## src/rtl/bist_sig_ctrl.sv

```systemverilog
// rtl/bist_sig_ctrl.sv - BIST sequencer with MISR response compaction and golden compare.
// Optional abort input enabled by defining BIST_SIG_ABORT_EN.
module bist_sig_ctrl #(
  parameter int                RESP_W    = 9,
  parameter int                PAT_COUNT = 511,
  parameter logic [RESP_W-1:0] POLY      = 9'h012,
  parameter logic [RESP_W-1:0] GOLDEN    = 9'h000
) (
  input  logic              clk,
  input  logic              reset,
  input  logic              start,
`ifdef BIST_SIG_ABORT_EN
  input  logic              abort,
`endif
  input  logic [RESP_W-1:0] resp,
  output logic              lfsr_reset,
  output logic              lfsr_en,
  output logic              busy,
  output logic              done,
  output logic              pass,
  output logic [RESP_W-1:0] signature
);

  localparam int CNT_W = $clog2(PAT_COUNT + 1);
  localparam logic [CNT_W-1:0] LAST_PAT = CNT_W'(PAT_COUNT - 1);

  typedef enum logic [2:0] {
    IDLE = 3'd0,
    SEED = 3'd1,
    RUN  = 3'd2,
    CMP  = 3'd3,
    DONE = 3'd4
  } state_t;

  state_t            state;
  state_t            state_nxt;
  logic [CNT_W-1:0]  pat_cnt;
  logic [RESP_W-1:0] sig;
  logic [RESP_W-1:0] sig_nxt;
  logic              pass_q;
  logic              abort_hit;

  // Shift toward bit 0; the top bit takes the tapped parity of the old signature.
  assign sig_nxt = {(^(sig & POLY)) ^ resp[RESP_W-1],
                    sig[RESP_W-1:1] ^ resp[RESP_W-2:0]};

`ifdef BIST_SIG_ABORT_EN
  assign abort_hit = abort && (state == SEED || state == RUN || state == CMP);
`else
  assign abort_hit = 1'b0;
`endif

  always_comb begin
    state_nxt = state;
    case (state)
      IDLE:    if (start) state_nxt = SEED;
      SEED:    state_nxt = RUN;
      RUN:     if (pat_cnt == LAST_PAT) state_nxt = CMP;
      CMP:     state_nxt = DONE;
      DONE:    if (start) state_nxt = SEED;
      default: state_nxt = IDLE;
    endcase
    if (abort_hit) state_nxt = IDLE;
  end

  always_ff @(posedge clk or negedge reset) begin
    if (!reset) begin
      state   <= IDLE;
      sig     <= '0;
      pat_cnt <= '0;
      pass_q  <= 1'b0;
    end else begin
      state <= state_nxt;
      case (state)
        SEED: begin
          sig     <= '0;
          pat_cnt <= '0;
          pass_q  <= 1'b0;
        end
        RUN: begin
          sig     <= sig_nxt;
          pat_cnt <= pat_cnt + 1'b1;
        end
        CMP:     pass_q <= (sig == GOLDEN);
        default: ;
      endcase
      if (abort_hit) pass_q <= 1'b0;
    end
  end

  assign lfsr_reset = (state == SEED);
  assign lfsr_en    = (state == RUN);
  assign busy       = (state == SEED) || (state == RUN) || (state == CMP);
  assign done       = (state == DONE);
  assign pass       = pass_q;
  assign signature  = sig;

endmodule

```

## config.mk

```make
export PLATFORM = sky130hd
export DESIGN_NAME = bist_sig_ctrl
export DESIGN_NICKNAME = d
export VERILOG_FILES = /design/src/rtl/bist_sig_ctrl.sv
export SDC_FILE = /design/constraint.sdc
export NUM_CORES = 1
export LEC_CHECK = 0
export ABC_AREA = 1
export CORE_MARGIN = 5
export CORE_UTILIZATION = 45
export CTS_CLUSTER_SIZE = 24
export DETAILED_ROUTE_END_ITERATION = 12
export GPL_TIMING_DRIVEN = 0
export HOLD_SLACK_MARGIN = 0.03
export PLACE_DENSITY = 0.78
export SETUP_SLACK_MARGIN = 0.5
export SYNTH_ARGS = -nofsm -noshare
export SYNTH_HDL_FRONTEND = slang
export SYNTH_SLANG_ARGS = --single-unit
```

## constraint.sdc

```tcl
create_clock -name clk -period 1.05 [get_ports clk]
set_input_delay 0.1575 -clock clk [delete_from_list [all_inputs] [get_ports clk]]
set_output_delay 0.1575 -clock clk [all_outputs]
set_load 0.01 [all_outputs]
```

## Word level (Yosys, flattened, before mapping)

Cells that the tools add are included.

| word-level totals | value |
|---|---|
| word-level logic and storage cells | 29 |
| bits in registers | 22 |
| output and inout port bits | 14 |
| input bits | 12 |

| cells by class | value |
|---|---|
| mux-type cells | 6 |
| bitwise logic cells | 2 |
| reduce and logical (&&, ||, !) cells | 9 |
| equal/unequal tests | 7 |
| add/subtract/negate cells | 1 |

Operators by type and width:

| cell | count |
|---|---|
| 9-bit one-hot mux with 2 select lines | 2 |
| 3-bit one-hot mux with 4 select lines | 1 |
| 9-bit by 1-bit adder with 9-bit output (second input constant) | 1 |
| 9-bit equality test (second input constant) | 1 |
| 9-bit zero test | 1 |
| 9-bit XOR reduction | 1 |
| 8-bit XOR | 1 |
| 3-bit by 2-bit equality test with 1-bit output (second input constant) | 2 |
| 3-bit two-way mux | 2 |
| 2-bit by 1-bit inequality test with 1-bit output (second input constant) | 2 |
| 2-bit nonzero test | 2 |
| 3-bit by 1-bit equality test with 1-bit output (second input constant) | 1 |
| 3-bit equality test (second input constant) | 1 |
| 3-bit zero test | 1 |
| 1-bit logical OR | 2 |
| 1-bit one-hot mux with 2 select lines | 1 |
| 2-bit AND reduction | 1 |
| 2-bit OR reduction | 1 |
| 1-bit XOR | 1 |

## Logic depth before layout (Yosys ltp)

Gate-level depths: netlist of the first run.

| logic depth | value |
|---|---|
| word-level depth | 4 |
| gate-level depth with buffers | 8 |
| mapped depth without buffers | 8 |

## Worst setup path after synthesis of the first run

No wires, ideal clock.

| timing | value |
|---|---|
| path kind | reg2reg |
| from | register state[2] |
| to | register pat_cnt[7] |
| required time | 0.937 ns |
| library setup time | 0.113 ns |
| arrival time | 0.998 ns |
| path buffers | 1 |
| cell stages (with the launch flop) | 8 |
| slack | -0.061 ns |
| period minus slack after synthesis | 1.111 ns |
| cell sequence | dfrtp_1 > inv_2 > nand2_2 > nor2_2 > buf_6 > nand4_1 > nand2_1 > inv_1 |

| on the way | value |
|---|---|
| word-level cells in the longest chain between the ends | 2 |
| elaborated cells on any way between the ends | 4 |
| those cells by class | 2 x eq/ne; 1 x mux; 1 x reduce/logical |

Ends and longest elaborated chain:

| element | line | RTL |
|---|---|---|
| start: declaration | 35 | `state_t state;` |
| start signal: assignment | 73 | `state <= state_nxt;` |
| 3-bit by 2-bit equality test with 1-bit output * | -- |  |
| via lfsr_en | 17 | `output logic lfsr_en,` |
| 9-bit one-hot mux with 2 select lines / 2-bit nonzero test (equally long branches) | -- |  |
| end signal: assignment | 82 | `pat_cnt <= pat_cnt + 1'b1;` |
| end: declaration | 37 | `logic [CNT_W-1:0] pat_cnt;` |

Mark *: on every way through the listed nets, which the timed path passes. The rest lies on a longest branch.
A chain may end at the register's enable or synchronous reset.

## Final worst setup path of the first run

| timing | value |
|---|---|
| from | register state[2] |
| to | output port busy |

| on the way | value |
|---|---|
| word-level cells in the longest chain between the ends | 3 |
| elaborated cells on any way between the ends | 5 |
| those cells by class | 3 x eq/ne; 2 x reduce/logical |

Ends and longest elaborated chain:

| element | line | RTL |
|---|---|---|
| 3-bit by 1-bit equality test with 1-bit output / 3-bit by 2-bit equality test with 1-bit output (equally long branches) | 93 | `assign busy = (state == SEED) \|\| (state == RUN) \|\| (state == CMP);` |
| 1-bit logical OR | 93 |  |
| 1-bit logical OR * | 93 |  |
| end: declaration | 18 | `output logic busy,` |

Mark *: on every way between the ends. The rest lies on a longest branch, timed or not.

==> impl_metrics.py, run 1 <==
metrics = {
    "detailed_routing": {
        "wl_um": 3870,
        "first_pass_iters": 4,
        "drc": 0,
        "vias": 1275,
        "wl_met1_um": 1570,
        "met3_length_um": 217,
        "drt_iter0_drc": 107,
        "ant_nets": 0,
        "wl_met2_um": 1930,
        "top_layer": "met4",
        "wl_per_cell_um": 16.5,
        "routed_via_density": 5.43,
    },
    "timing": {
        "clock.fmax_mhz": 728,
        "tightest_slew_ps": 574,
        "final_hold_viol_count": 22,
        "rsz0062_at_grt": "true",
        "fin_worst_skew_ps": 1.01,
        "holdWs_ps": -93.5,
        "setup_slack_ps": -323,
        "setup_viol": 26,
        "layout_worst_path_cycle_share": 1.31,
        "slew_headroom": 0.617,
        "slew_viol_final": 0,
        "layout_min_cycle_time_ps": 1370,
        "tns_ps": -6100,
    },
    "synthesis": {
        "ys_ff_latch": 22,
        "netlist_area_mm2": 0.00123,
        "avgSynthCellArea_um2": 8.45,
        "synthArstFlopShare": 1.00,
        "yosysTopAreaCell": "dfrtp_1",
        "synth_edf_count": 0,
        "synth_cell_types": 20,
        "yosysWarningCount": 0,
        "synth_area_leaders": "dfrtp_1 45%, nand2_1 12%, o22ai_2 7.1%",
        "syn_nets": 160,
        "ys_seq_area_frac": 0.446,
        "synth_top_area_share": 0.446,
        "ys.flop_type": "dfrtp_1",
        "synthTopCellsByCount": "38 x nand2_1, 22 x dfrtp_1, 21 x inv_1, 10 x nand3_1, 10 x nor2_1",
        "synth_cells": 146,
        "synth_most_common_cell": "nand2_1",
    },
    "placement": {
        "placed_cell_area_mm2": 0.00154,
        "port_buffers": 25,
        "dpl.hpwl_um": 2100,
        "placedCellCount": 202,
        "preCtsSetupSlack_ps": -509,
        "place_congestion": 0.881,
    },
    "clock_tree": {
        "clock_sinks": 22,
        "cts_tree": "built",
        "cts_buffers": 3,
        "ctsLongestPathBuffers": 2,
        "clkTransAtPathRegs_ps": 120,
        "clock_latency_ps": 320,
        "htreeDepth": 1,
        "clockRootBuffer": "clkbuf_4",
    },
    "run_status": {
        "violations": "negative hold slack, negative setup slack",
        "outcome": "finished with violations",
    },
    "cells_and_area": {
        "final_nets": 219,
        "postLayoutCellArea_mm2": 0.00196,
        "post-route-util": 0.731,
        "drive_above_1_share": 0.456,
        "fill_cells": 177,
        "regArea_um2": 552,
        "diodes": 0,
        "stdcell_count": 235,
        "multiInputGateArea_um2": 684,
        "areaGrowthSynthToFinish_pct": 59.1,
    },
    "setup_path": {
        "end_kind": "primary output",
        "crit_arrival_ps": 1220,
        "critPathLaunchType": "flop",
        "criticalPathCategory": "flop to primary output",
        "critPathMaxFanout": 3,
        "critPathRequiredTime_ps": 890,
        "r2r_cells": 9,
    },
    "power_and_ir_drop": {
        "total_power_mw": 6.03,
        "peakVddDrop_uv": 2270,
        "leakagePower_nw": 0.949,
        "power_density_mw_per_mm2": 3070,
    },
    "job": {
        "maxCapViolations": 0,
    },
    "floorplan": {
        "fp.dieH_um": 62.4,
        "std_cell_rows": 19,
        "ios": 26,
        "start_util": 0.459,
        "die_area_mm2": 0.00389,
        "core_mm2": 0.00269,
        "dieWidth_um": 62.4,
    },
    "grt": {
        "track_usage": 0.186,
        "grt_max_degree": 23,
        "grt_pass1_wl_um": 5930,
        "grt_overflow": 0,
        "antenna_found_initial": 0,
        "first_global_vias": 1292,
    },
    "min_path": {
        "hp-class": "primary input to asynchronous set/reset pin",
    },
}
[final cells by class]
class	instances	share of cell area
timing repair buffer	54	0.268
sequential	22	0.281
inverter	23	0.0478
multi-input combinational	98	0.349
tap	31	0.0198
buffer	3	0.0210
clock buffer	4	0.0134
[critical path, stage by stage (launching register included)]
cell and delay, ps:
dfrtp_1 410, inv_2 120, buf_12 120, nand2_4 40, nand2_1 80, buf_2 130
[final timing paths]
kind,startpoint,to,slack (ps)
max,state[2],busy,-320
min,reset,pat_cnt[5],-90
max reg2reg,state[1],state[0],-300
min reg2reg,pass,pass,500
max in group asynchronous,reset,state[0],740
min in group clk,pass,pass,500
[cells in the final DEF, fill, tap and decap left out, types with 2 or more instances in the layout]
| cell type | Yosys | final |
|---|---|---|
| o21ai_0 | 7 | 3 |
| buf_4 | 1 | 14 |
| buf_8 | 0 | 2 |
| clkdlybuf4s50_1 | 0 | 10 |
| buf_12 | 0 | 3 |
| inv_2 | 2 | 3 |
| buf_16 | 0 | 2 |
| nand4_1 | 4 | 4 |
| nand2_1 | 38 | 27 |
| buf_2 | 0 | 12 |
| nand3_2 | 3 | 4 |
| dfrtp_1 | 22 | 21 |
| o22ai_2 | 7 | 7 |
| xnor2_1 | 8 | 8 |
| clkbuf_4 | 0 | 3 |
| inv_1 | 21 | 18 |
| nand3_4 | 0 | 2 |
| nand3_1 | 10 | 7 |
| o21ai_2 | 3 | 6 |
| nor2_1 | 10 | 9 |
| nand2_2 | 2 | 8 |
| nand2_4 | 0 | 4 |
| buf_6 | 2 | 13 |
[sequential cells by signal, summed over array words and instances (netlist names)]
signal     flops
pat_cnt        9
signature      9
state          3
pass           1
[repair_timing]
item	in CTS	in global routing
gates resized for setup	85	25
pin swaps	6	6
endpoints found under the hold margin	22	22
setup endpoints to repair	58	36
cloned	3	0
setup buffers	22	4
[kinds of logic (layout without fill, tap and decap cells)]
group                    count (synthesis)  after routing  share of synthesized area
AO/OA/AOI/OAI                           19             19                      0.132
XOR/XNOR                                 8              8                     0.0568
adder cells (fa/ha/maj)                  2              2                     0.0203
buffers and inverters                   26             84                     0.0943
flip-flops                              22             22                      0.446
AND/OR/NAND/NOR                         69             69                      0.251
[metal layers]
layer	vias to the layer above	GRT usage
li1	581	-
met1	608	0.231
met2	67	0.315
met3	19	0.0360
met4	0	0.0743
met5	-	0
[where the power goes]
group / switching [mW] / internal [mW] / leakage [nW]
combinational: 2.02 / 2.28 / 0.643
clock: 0.265 / 0.149 / 0.0150
sequential: 0.226 / 1.09 / 0.291
total: 2.51 / 3.52 / 0.949
Power figures use the tool's default switching activity.
==> inputs of run 2 (changes only) <==
- CTS_CLUSTER_SIZE: 24 -> default
- SLEW_MARGIN: default -> 20
- clock period: 1.05 -> 1.2 ns (I/O delays scaled with it)
==> impl_metrics.py, run 2 (synthesized netlist as in run 1, its figures left out) <==
metrics = {
    "run_status": {
        "outcome": "finished with violations",
        "violations": "negative hold slack, negative setup slack",
    },
    "job": {
        "maxCapViolations": 0,
    },
    "clock_tree": {
        "clock_sinks": 22,
        "clockRootBuffer": "clkbuf_4",
        "clkTransAtPathRegs_ps": 120,
        "cts_tree": "built",
        "clock_latency_ps": 310,
        "ctsLongestPathBuffers": 2,
        "htreeDepth": 1,
        "cts_buffers": 3,
    },
    "floorplan": {
        "std_cell_rows": 19,
        "fp.dieH_um": 62.4,
        "dieWidth_um": 62.4,
        "die_area_mm2": 0.00389,
        "start_util": 0.459,
        "ios": 26,
        "core_mm2": 0.00269,
    },
    "cells_and_area": {
        "layout.cells.most_common": "nand2_1",
        "diodes": 0,
        "final_cell_mix": "33 x nand2_1, 21 x dfrtp_1, 18 x inv_1, 15 x buf_4, 12 x buf_2",
        "drive_above_1_share": 0.408,
        "post-route-util": 0.699,
        "areaGrowthSynthToFinish_pct": 52.2,
        "stdcell_count": 232,
        "fill_cells": 196,
        "final_nets": 216,
    },
    "setup_path": {
        "end_kind": "primary output",
        "critPathLaunchType": "flop",
        "critPathRequiredTime_ps": 1020,
        "crit_arrival_ps": 1210,
        "r2r_start": "state[2]",
        "timing.critical_path.from": "state[1]",
        "criticalPathCategory": "flop to primary output",
        "critPathMaxFanout": 3,
    },
    "placement": {
        "dpl.hpwl_um": 2100,
        "port_buffers": 25,
        "place_congestion": 0.881,
        "placedCellCount": 202,
    },
    "detailed_routing": {
        "ant_nets": 0,
        "routed_via_density": 5.33,
        "drc": 0,
        "drt_iter0_drc": 79,
        "first_pass_iters": 4,
        "vias": 1237,
        "wl_per_cell_um": 15.4,
        "wl_um": 3580,
    },
    "power_and_ir_drop": {
        "leakagePower_nw": 0.916,
        "power_density_mw_per_mm2": 2570,
        "peakVddDrop_uv": 1920,
    },
    "timing": {
        "clock.fmax_mhz": 720,
        "rsz0062_at_grt": "true",
        "holdWs_ps": -65.7,
        "layout_min_cycle_time_ps": 1390,
        "slew_headroom": 0.620,
        "fin_worst_skew_ps": 1.74,
        "layout_worst_path_cycle_share": 1.16,
        "slew_viol_final": 0,
        "setup_viol": 23,
        "final_hold_viol_count": 22,
        "setup_slack_ps": -188,
        "tightest_slew_ps": 569,
    },
    "grt": {
        "track_usage": 0.186,
        "grt_pass1_wl_um": 5930,
        "grt_overflow": 0,
        "antenna_found_initial": 0,
        "grt_max_degree": 23,
        "first_global_vias": 1292,
    },
    "min_path": {
        "hp-class": "primary input to asynchronous set/reset pin",
    },
}
-- run 2: changes by cell type in the layout (fill, tap and decap cells not counted), sizes merged --
cell / previous run / this run
buf: 46 / 42
bufbuf: 0 / 1
-- run 2: final timing paths --
path,to,slack [ps],cells past startpoint
min in group clk,pass,510,2
worst max register to register,pat_cnt[1],-140,8
worst min-delay path,pat_cnt[5],-70,1
worst min register to register,pass,510,2
max in group asynchronous,state[0],860,1
worst max-delay path,lfsr_en,-190,5
-- run 2: per-layer routing --
| layer | wire (um) | track usage | vias to the layer above |
|---|---|---|---|
| met5 | 0 | 0 | - |
| met4 | 82 | 0.0743 | 0 |
| li1 | - | - | 574 |
| met1 | 1550 | 0.231 | 613 |
| met3 | 150 | 0.0360 | 10 |
| met2 | 1790 | 0.315 | 40 |
-- run 2: where the power goes --
group	switching, mW	internal [mW]
Combinational	1.55	1.76
Sequential	0.188	0.957
Clock	0.230	0.130
Total	1.97	2.85
-- run 2: layout make-up --
class	count	area [um2]	share of cell area
tap	31	38.8	0.0207
multi-input combinational	98	652	0.347
inverter	23	91.3	0.0486
sequential	22	552	0.294
clock buffer	4	26.3	0.0140
buffer	3	41.3	0.0220
timing repair buffer	51	477	0.254
-- run 2: critical path, stage by stage, from the launching register on --
cell and delay [ps]:
dfrtp_1 430, buf_6 140, nand2_4 60, nor2_4 40, buf_6 120, buf_6 110
-- run 2: what timing repair did --
action	in CTS	in global routing
endpoints found under the setup margin	58	36
setup buffers	22	1
gates cloned	3	0
hold endpoints to repair	22	22
pin swaps	6	4
gates resized for setup	85	9
-- run 2: stage by stage --
| step | total power [mW] | setup WS [ps] | TNS, ps | hold slack [ps] | area (um2) |
|---|---|---|---|---|---|
| after CTS | 4.65 | -200 | -1790 | -58.3 | 1840 |
| after detailed placement | 3.17 | -382 | -6410 | 479 | 1540 |
| after global routing | 5.13 | -267 | -4080 | -41.7 | 1880 |
| final | 4.82 | -188 | -2280 | -65.7 | 1880 |
| after global placement | 3.12 | -376 | -5660 | 464 | 1540 |
| after floorplan | 2.46 | 115 | 0 | -116 | 1250 |
==> inputs of run 3 (changes only) <==
- CORE_MARGIN: 5 -> default
==> impl_metrics.py, run 3 (synthesized netlist as in run 1, its figures left out) <==
metrics = {
    "setup_path": {
        "critPathCapture": "done",
        "critPathMaxFanout": 3,
        "r2r_cells": 8,
        "crit_arrival_ps": 1300,
        "cp_slowest_stage_delay_ps": 430,
        "regToRegSetupSlack_ps": -190,
        "crit_cells": 3,
        "critPathRequiredTime_ps": 1020,
        "critPathLaunchType": "flop",
        "crit_buf_inv": 2,
        "critical_path.slowest_cell": "dfrtp_2",
        "criticalPathCategory": "flop to primary output",
        "r2r_end": "signature[4]",
        "crit_family": "flip-flops",
        "r2r_start": "state[2]",
        "timing.critical_path.from": "state[0]",
        "end_kind": "primary output",
        "path_cells": "buf_6 -> nor3_2 -> buf_2",
    },
    "cells_and_area": {
        "final_nets": 219,
        "post-route-util": 0.746,
        "regArea_um2": 553,
        "final_cell_mix": "32 x nand2_1, 20 x dfrtp_1, 20 x buf_4, 17 x inv_1",
        "multiInputGateArea_um2": 663,
        "fill_cells": 182,
        "layout.cells.most_common": "nand2_1",
        "areaGrowthSynthToFinish_pct": 54.0,
        "drive_above_1_share": 0.446,
        "diodes": 0,
    },
    "timing": {
        "final_hold_viol_count": 22,
        "holdWs_ps": -99.3,
        "layout_worst_path_cycle_share": 1.24,
        "layout_min_cycle_time_ps": 1480,
        "fin_worst_skew_ps": 15.6,
        "tightest_slew_ps": 548,
        "slew_viol_final": 0,
        "setup_slack_ps": -284,
        "rsz0062_at_grt": "true",
        "clock.fmax_mhz": 674,
        "setup_viol": 23,
        "slew_headroom": 0.635,
    },
    "power_and_ir_drop": {
        "leakagePower_nw": 0.917,
        "peakVddDrop_uv": 2010,
        "power_density_mw_per_mm2": 2640,
    },
    "detailed_routing": {
        "routed_via_density": 5.46,
        "first_pass_iters": 4,
        "wl_per_cell_um": 16.5,
        "ant_nets": 0,
        "wl_um": 3850,
        "drt_iter0_drc": 40,
        "drc": 0,
        "vias": 1278,
    },
    "clock_tree": {
        "clkTransAtPathRegs_ps": 140,
        "cts_tree": "built",
        "cts_buffers": 3,
        "clock_latency_ps": 330,
        "clock_sinks": 22,
        "ctsLongestPathBuffers": 2,
        "htreeDepth": 1,
        "clockRootBuffer": "clkbuf_4",
    },
    "placement": {
        "preCtsSetupSlack_ps": -392,
        "port_buffers": 25,
        "place_congestion": 0.864,
        "dpl.hpwl_um": 2010,
    },
    "run_status": {
        "outcome": "finished with violations",
        "violations": "negative hold slack, negative setup slack",
    },
    "floorplan": {
        "fp.dieH_um": 54.4,
        "dieWidth_um": 54.4,
        "std_cell_rows": 18,
        "die_area_mm2": 0.00296,
        "core_mm2": 0.00254,
        "ios": 26,
        "start_util": 0.485,
    },
    "grt": {
        "track_usage": 0.250,
        "met3_usage": 0.0333,
        "grt-busiest-layer": "met2",
        "grt_pass1_wl_um": 5140,
        "antenna_found_initial": 0,
        "grt.met1_usage": 0.306,
        "first_global_vias": 1130,
        "met2_usage": 0.451,
        "grt_overflow": 0,
        "grt_max_degree": 23,
    },
    "job": {
        "maxCapViolations": 0,
    },
    "min_path": {
        "hp-class": "primary input to asynchronous set/reset pin",
    },
}
==> run 3: area by class of cell <==
type | instances | share of cell area
clock buffer | 4 | 0.0191
sequential | 22 | 0.291
inverter | 23 | 0.0481
multi-input combinational | 98 | 0.349
tap | 30 | 0.0198
buffer | 3 | 0.0217
timing repair buffer | 54 | 0.251
==> run 3: worst min-delay path by stage <==
stage	endpoint	slack, ps	depth (start not counted)
finish	pat_cnt[7]	-100	1
global route	pat_cnt[7]	-60	1
CTS	pat_cnt[7]	-60	1
detailed placement	pass	490	2
global placement	pass	460	2
floorplan	pass	-120	0
==> run 3: stage by stage <==
stage | hold slack, ps | cells | TNS, ps | total power, mW | area [um2]
floorplan | -116 | 146 | 0 | 2.46 | 1250
global placement | 463 | 201 | -6020 | 3.11 | 1540
detailed placement | 486 | 201 | -6520 | 3.18 | 1540
CTS | -57.8 | 227 | -2790 | 4.41 | 1770
global route | -64.3 | 234 | -4070 | 5.26 | 1900
finish | -99.3 | 234 | -3260 | 5.01 | 1900
==> run 3: report_power, final <==
| part | internal, mW | total (mW) | switching, mW |
|---|---|---|---|
| combinational | 1.78 | 3.45 | 1.67 |
| clock | 0.186 | 0.429 | 0.243 |
| sequential | 0.960 | 1.13 | 0.165 |
| total | 2.92 | 5.01 | 2.08 |
==> run 3: what timing repair did <==
action	4_1_cts	5_1_grt
gates cloned	2	0
hold endpoints to repair	22	22
pin swaps	5	6
setup endpoints to repair	58	36
setup buffers	20	7
gates resized for setup	76	26
==> run 3: per-layer routing <==
metal / vias to the layer above / part of all wire
li1: 585 / -
met1: 616 / 0.39
met2: 62 / 0.52
met3: 15 / 0.048
met4: 0 / 0.041
met5: - / 0
